--- config.mk ---
export PLATFORM = sky130hd
export DESIGN_NAME = hilo_muldiv
export DESIGN_NICKNAME = d
export VERILOG_FILES = /design/src/rtl/hilo_muldiv.sv
export SDC_FILE = /design/constraint.sdc
export NUM_CORES = 1
export LEC_CHECK = 0
export ABC_AREA = 1
export CAP_MARGIN = 10
export CORE_ASPECT_RATIO = 0.9
export CORE_MARGIN = 5
export CORE_UTILIZATION = 55
export DETAILED_ROUTE_END_ITERATION = 8
export PLACE_DENSITY = 0.81
export SYNTH_ARGS = -nofsm -noshare
export SYNTH_HDL_FRONTEND = slang
export SYNTH_SLANG_ARGS = --single-unit
export TNS_END_PERCENT = 10
--- constraint.sdc ---
create_clock -name i_clk -period 4.31 [get_ports i_clk]
set_clock_uncertainty 0.15 [all_clocks]
set_input_delay 0.6465 -clock i_clk [delete_from_list [all_inputs] [get_ports i_clk]]
set_output_delay 0.6465 -clock i_clk [all_outputs]
set_load 0.01 [all_outputs]
--- src/rtl/hilo_muldiv.sv ---
// Iterative 32-bit multiply/divide unit that holds the architectural HI/LO registers.
// MULT/MULTU/DIV/DIVU take 34 edges in total; MTHI/MTLO write in one edge and never raise o_busy.
module hilo_muldiv (
  input  logic        i_clk,
  input  logic        i_arstn,
  input  logic        i_start,
  input  logic [2:0]  i_op,
  input  logic [31:0] i_bus_a,
  input  logic [31:0] i_bus_b,
  output logic        o_busy,
  output logic        o_done,
  output logic        o_dz,
  output logic [31:0] o_hi,
  output logic [31:0] o_lo
);

  typedef enum logic [1:0] {S_IDLE, S_CALC, S_FINISH} state_t;
  typedef struct packed {
    logic is_div;
    logic neg_q;   // negate product or quotient
    logic neg_r;   // negate remainder (sign of dividend)
  } ctl_t;

  localparam logic [2:0] OP_MTHI = 3'b100;
  localparam logic [2:0] OP_MTLO = 3'b101;

  state_t      state, state_nxt;
  logic [4:0]  cnt;
  logic [64:0] acc;     // mult: {upper33, multiplier}; div: {rem33, quotient}
  logic [31:0] opnd;    // multiplicand or divisor magnitude
  logic [31:0] a_raw;
  ctl_t        ctl;

  // Operand decode at accept time
  logic        is_md, is_sgn, a_neg, b_neg;
  logic [31:0] a_mag, b_mag;
  ctl_t        ctl_in;

  always_comb begin
    is_md  = ~i_op[2];
    is_sgn = ~i_op[0];
    a_neg  = is_sgn & i_bus_a[31];
    b_neg  = is_sgn & i_bus_b[31];
    a_mag  = a_neg ? (32'd0 - i_bus_a) : i_bus_a;
    b_mag  = b_neg ? (32'd0 - i_bus_b) : i_bus_b;
    ctl_in = '{is_div: i_op[1], neg_q: a_neg ^ b_neg, neg_r: a_neg};
  end

  // One iteration of shift-add multiply or restoring divide
  logic [32:0] sum, trial;
  logic [64:0] acc_step;

  always_comb begin
    sum   = acc[64:32] + {1'b0, opnd};
    trial = acc[63:31] - {1'b0, opnd};
    if (ctl.is_div)
      acc_step = trial[32] ? {acc[63:0], 1'b0} : {trial, acc[30:0], 1'b1};
    else
      acc_step = acc[0] ? {1'b0, sum, acc[31:1]} : {1'b0, acc[64:1]};
  end

  // Result sign fix-up
  logic [63:0] mult_res;
  logic [31:0] q_fix, r_fix;
  logic        dz;

  always_comb begin
    mult_res = ctl.neg_q ? (64'd0 - acc[63:0]) : acc[63:0];
    q_fix    = ctl.neg_q ? (32'd0 - acc[31:0]) : acc[31:0];
    r_fix    = ctl.neg_r ? (32'd0 - acc[63:32]) : acc[63:32];
    dz       = ctl.is_div && (opnd == 32'd0);
  end

  always_comb begin
    state_nxt = state;
    case (state)
      S_IDLE:   if (i_start && is_md) state_nxt = S_CALC;
      S_CALC:   if (cnt == 5'd31) state_nxt = S_FINISH;
      S_FINISH: state_nxt = S_IDLE;
      default:  state_nxt = S_IDLE;
    endcase
  end

  always_ff @(posedge i_clk or negedge i_arstn) begin
    if (!i_arstn) state <= S_IDLE;
    else          state <= state_nxt;
  end

  assign o_busy = (state != S_IDLE);

  always_ff @(posedge i_clk or negedge i_arstn) begin
    if (!i_arstn) begin
      cnt    <= '0;
      acc    <= '0;
      opnd   <= '0;
      a_raw  <= '0;
      ctl    <= '0;
      o_hi   <= '0;
      o_lo   <= '0;
      o_done <= 1'b0;
      o_dz   <= 1'b0;
    end else begin
      o_done <= 1'b0;
      o_dz   <= 1'b0;
      case (state)
        S_IDLE: if (i_start) begin
          if (i_op == OP_MTHI)      o_hi <= i_bus_a;
          else if (i_op == OP_MTLO) o_lo <= i_bus_a;
          else if (is_md) begin
            acc   <= {33'd0, i_op[1] ? a_mag : b_mag};
            opnd  <= i_op[1] ? b_mag : a_mag;
            a_raw <= i_bus_a;
            ctl   <= ctl_in;
            cnt   <= '0;
          end
        end
        S_CALC: begin
          acc <= acc_step;
          cnt <= cnt + 5'd1;
        end
        S_FINISH: begin
          o_done <= 1'b1;
          if (dz) begin
            // divide by zero: raw dividend to HI, all-ones to LO, no sign fix
            o_hi <= a_raw;
            o_lo <= 32'hFFFF_FFFF;
            o_dz <= 1'b1;
          end else if (ctl.is_div) begin
            o_hi <= r_fix;
            o_lo <= q_fix;
          end else begin
            {o_hi, o_lo} <= mult_res;
          end
        end
        default: ;
      endcase
    end
  end

endmodule

# [Word level (Yosys, flattened, before mapping)]
# Cells that the tools add are included.
[word_totals] output_inout_bits=67 ff_bits=205 inputBits=70
[classes] n_addsub=8 n_mux=37 n_bitwise=7 eq_ne=13 reduce_logical=12
[ops] op="2-to-1 mux 32 bit" count=15
[ops] op="2-to-1 mux 65 bit" count=6
[ops] op="one-hot mux 65 bit (2 select lines)" count=1
[ops] op="2-to-1 mux 64 bit" count=2
[ops] op="one-hot mux 32 bit (2 select lines)" count=2
[ops] op="subtractor 1 x 32 -> 32 bit (first input constant)" count=4
[ops] op="subtractor 1 x 64 -> 64 bit (first input constant)" count=1
[ops] op="adder 33 x 32 -> 33 bit" count=1
[ops] op="subtractor 33 x 32 -> 33 bit" count=1
[ops] op="logical NOT 32 bit" count=1
[ops] op="2-to-1 mux 5 bit" count=4
[ops] op="inequality test 2 bit (second input constant)" count=8
[ops] op="one-hot mux 5 bit (2 select lines)" count=1
[ops] op="AND reduction 5 bit" count=2
[ops] op="== test 3 bit (second input constant)" count=2
[ops] op="nonzero test 2 bit" count=3
[ops] op="adder 5 x 1 -> 5 bit (second input constant)" count=1
[ops] op="== test 5 bit (second input constant)" count=1
[ops] op="2-to-1 mux 2 bit" count=2
[ops] op="NOT 1 bit" count=4
[ops] op="one-hot mux 2 bit (2 select lines)" count=1
[ops] op="AND reduction 4 bit" count=1
[ops] op="2-to-1 mux 1 bit" count=3
[ops] op="AND reduction 3 bit" count=1
[ops] op="other kinds (7)" count=9

# [Depth between registers and ports, before layout]
[depth] word_depth=9 mapped_depth=24 depth_no_buf=23

# [Least setup slack after synthesis]
# Ideal clock, no wire load.
[synth_timing] path_type="flip-flop to flip-flop" startpoint="reg acc[31]" endpoint="reg acc[37]" stages_incl_launch_ff=24 arrival_ps=3153 t_required_ps=4030 slack_ps=877 path_buffers=2 path_cell_list="dfrtp_1 inv_1 ha_1 fa_1 inv_1 nand2_1 o21ai_2 nand2_1 nand2_1 nand2_1 nand2_1 nand2_1 nand2_1 nand2_1 a21oi_1 or2_1 ha_1 buf_2 clkinv_1 nand2_1 clkbuf_1 o22ai_1 o21ai_0 o21ai_0"
[synth_via] elab_chain_len=4
[synth_lines] item="from (decl)" line="29" rtl="logic [64:0] acc;"
[synth_lines] item="from (signal assigned)" line="110" rtl="acc <= {33'd0, i_op[1] ? a_mag : b_mag};"
[synth_lines] item="from (signal assigned)" line="118" rtl="acc <= acc_step;"
[synth_lines] item="subtractor 33 x 32 -> 33 bit" line="55" rtl="trial = acc[63:31] - {1'b0, opnd};"
[synth_lines] item="2-to-1 mux 65 bit" line="57" rtl="acc_step = trial[32] ? {acc[63:0], 1'b0} : {trial, acc[30:0], 1'b1};"
[synth_lines] item="2-to-1 mux 65 bit" line="56" rtl="if (ctl.is_div)"
[synth_lines] item="one-hot mux 65 bit (2 select lines)" line="105" rtl="case (state)"
# Every way passes these cells.
# A chain may end at the register's enable or synchronous reset.

# [Worst setup path in the final report]
[layout_timing] startpoint="reg opnd[15]" endpoint="reg acc[51]"
[layout_via] elab_chain_len=4
[layout_lines] item="from (decl)" line="30" rtl="logic [31:0] opnd;"
[layout_lines] item="from (signal assigned)" line="111" rtl="opnd <= i_op[1] ? b_mag : a_mag;"
[layout_lines] item="adder 33 x 32 -> 33 bit / subtractor 33 x 32 -> 33 bit (equally long branches)" line="54, 55"
[layout_lines] item="2-to-1 mux 64 bit / 2-to-1 mux 65 bit (equally long branches)" line="59, 57"
[layout_lines] item="2-to-1 mux 65 bit *" line="56"
[layout_lines] item="one-hot mux 65 bit (2 select lines) *" line="105"
# Every way passes the cells marked *; elsewhere a longest branch is shown, timed or not.

==> metrics <==
grt ovf 0; post-detail-place hpwl between 70000 and 80000 microns; CTS root buf clkbuf_16; predominant post-synthesis flop cell dfrtp_1; total negative slack 0 ps; H-tree depth 1; RSZ-0062 raised after global routing no; PortBufs 136; Crit Path Max Fanout 10; post-synth top area cell dfrtp_1; number of antenna violations at the first check in global routing 2; Die Y 189 microns; commonest cells in the synthesized netlist nand2_1, nor2_1, inv_1, nand3_1, a21oi_1; FP Rows between 60 and 70; CTS Buf Count 25; cell count after synthesis 3269; CTS tree built; Vias 24100; Filler cells 3416; Post-CTS Setup Inserts 0; Placer Congestion between 1 and 1.5; CP required 4600 ps; syn_nets ~3400; Final #Nets ~3500; Worst Path Arrival 4150 ps; Post-DRT Antenna Nets 0; P&R area growth vs syn 13.4%; Routed WL per cell 23.6 microns; Final min period 3860 ps; # setup viols final 0; Worst-Margin Slew 1100 ps; clock-pin slew on the worst setup and hold paths 70 ps; fmax 259 MHz; max-slew violation count 0; most common cell in the netlist nand2_1; Multi-input gate area 0.0125 sq mm; hold buffers post-CTS 0; cells taking the most area after synthesis dfrtp_1, nand2_1, nor2_1; critical path start-end classification flip-flop to flip-flop; share of the synthesized area in the top cell type a little over a quarter; syn avg cell area 5.99 sq um; endpoint class of the critical path flip-flop; Synth Register Bits 205; GRT Resource Usage Total 43.6%; Post-Syn Area 0.0196 sq mm; die area 0.0395 sq mm; number of top-level pins 137; DRT Wirelength 90800 microns; worst skew pair latency ~560 ps; Starting Density a little under three fifths; Rel. slew slack 26.5%; Static Leak 10.7 nW; Max Buffers Root-to-Sink 3; Die X 209 microns; final hold vios 0; DRT iter0 DRCs between 4000 and 5000; YS warnings 0; DR vias/cell 6.25; Seq/Total Area, Yosys a little over a quarter; fin crit share 89.7%; Sink Count 205; worst min path class primary input to async pin; Pwr Total 20.2 mW; number of synthesized flops with an enable pin 0; FF/Latch Area 0.00513 sq mm; vias in the first global route 22200; drt drc 0; share of post-route cells with drive strength above 1 under 10%; first-pass GRT wire length between 100000 and 150000 microns; total core area approximately 0.035 sq mm; distinct cell type count after synthesis 52; post-cts resize count 0; Pre-antenna DRT Iters 8; Max-Cap Viols 0; largest net degree at the start of global routing between 100 and 150; status finished clean; ys async rst share 100%; power per cell area 909 mW/mm^2; CP Launch Type flip-flop; maximum VDD drop roughly 0.00053 V
==> area by class of cell <==
class	instances	share of cell area [%]
well taps	469	2.64
inverters	395	6.70
diodes	1	0.0113
clock buffers	33	3.09
multi-input cells	2552	56.1
flip-flops and latches	205	23.1
repair buffers	189	8.00
clock inverters	8	0.377
==> worst paths after layout <==
| check | from | to | slack [ps] | cells after the start |
|---|---|---|---|---|
| setup reg to reg | opnd[15]$_DFFE_PN0P_ | acc[51]$_DFFE_PN0P_ | 450 | 19 |
| hold / removal | i_arstn | cnt[0]$_DFFE_PN0P_ | 8 | 1 |
| hold reg to reg | a_raw[17]$_DFFE_PN0P_ | a_raw[17]$_DFFE_PN0P_ | 350 | 2 |
| setup / recovery | opnd[15]$_DFFE_PN0P_ | acc[51]$_DFFE_PN0P_ | 450 | 19 |
| min in group i_clk | a_raw[17]$_DFFE_PN0P_ | a_raw[17]$_DFFE_PN0P_ | 350 | 2 |
| max in group asynchronous | i_arstn | acc[55]$_DFFE_PN0P_ | 3090 | 2 |
==> logic make-up after synthesis <==
family	after synthesis	share of synthesized area, %
simple gates	1759	37.5
buf+inv	512	10.3
flops	205	26.2
fa+ha+maj	73	4.74
xor+xnor	68	3.04
compound gates	652	18.3
==> registers in the layout, summed over array words and instances, names as in the netlist <==
| name | cells |
|---|---|
| cnt | 5 |
| ctl | 3 |
| o_lo | 32 |
| o_done | 1 |
| state | 2 |
| acc | 65 |
| a_raw | 32 |
| o_dz | 1 |
| o_hi | 32 |
| opnd | 32 |
==> cells in the final DEF (no fill, tap or decap), types with 4 or more instances in the layout <==
master             n
inv_2             24
o211ai_1          40
nand2_1          918
nand2_2            5
o22ai_1            7
a22oi_1            4
inv_1            368
o21ai_0          233
ha_1              70
nand3_1          302
nand3_2            5
o311ai_0          12
o21ai_2            4
o21bai_1           6
nand4_1           21
dfrtp_1          204
nor2_1           420
a21oi_1          265
nand3b_1          14
nor4_1             4
o2111ai_1          6
or2_2              5
and2_1             4
clkdlybuf4s50_1  135
nor2_4             8
a21oi_2            5
clkbuf_1           5
nor3_1            22
a31oi_1            8
o221ai_1           9
clkbuf_16         25
xnor2_1           18
xor2_1            50
buf_4             52
o21ai_1           43
nor2_2            26
==> report_power, final <==
group / internal [mW] / switching, mW / total (mW)
clock: 1.18 / 0.909 / 2.09
sequential: 2.89 / 1.00 / 3.90
combinational: 4.71 / 9.51 / 14.2
==> critical path, stage by stage, from the launching register on <==
cell and delay [ps]:
dfrtp_1 500, inv_1 110, ha_1 360, a21oi_1 230, o21ai_0 170, nand2_1 90
nand2_1 80, a21oi_1 200, nand2_1 80, nand2_1 90, a21oi_1 60, or2_1 210
ha_2 500, nand2_1 210, inv_1 310, nand3_1 110, nand3_1 80, inv_1 60
nand2_1 80, nand2_1 50
==> per-layer routing <==
metal | share of wire [%] | track usage (%) | routed length [microns] | vias to the layer above
met5 | 0.021 | 0 | 19 | -
met4 | 6.4 | 20.1 | 5780 | 2
met3 | 17 | 17.7 | 15200 | 327
met2 | 39 | 61.1 | 35600 | 1891
met1 | 38 | 58.9 | 34100 | 11000
li1 | - | - | - | 10800
==> metrics by stage <==
| step | setup slack (ps) | area, sq um | utilization, % | cells | hold slack [ps] |
|---|---|---|---|---|---|
| detailed placement | 314 | 21400 | 61.0 | 3810 | 318 |
| finish | 446 | 22200 | 63.2 | 3852 | 7.63 |
| floorplan | 877 | 19600 | - | 3269 | 201 |
| CTS | 274 | 22200 | 63.2 | 3851 | 63.6 |
| global placement | 417 | 21400 | 61.0 | 3810 | 312 |
| global route | 96.1 | 22200 | 63.2 | 3851 | 84.9 |
No activity file was read; power rests on OpenSTA's default activity.
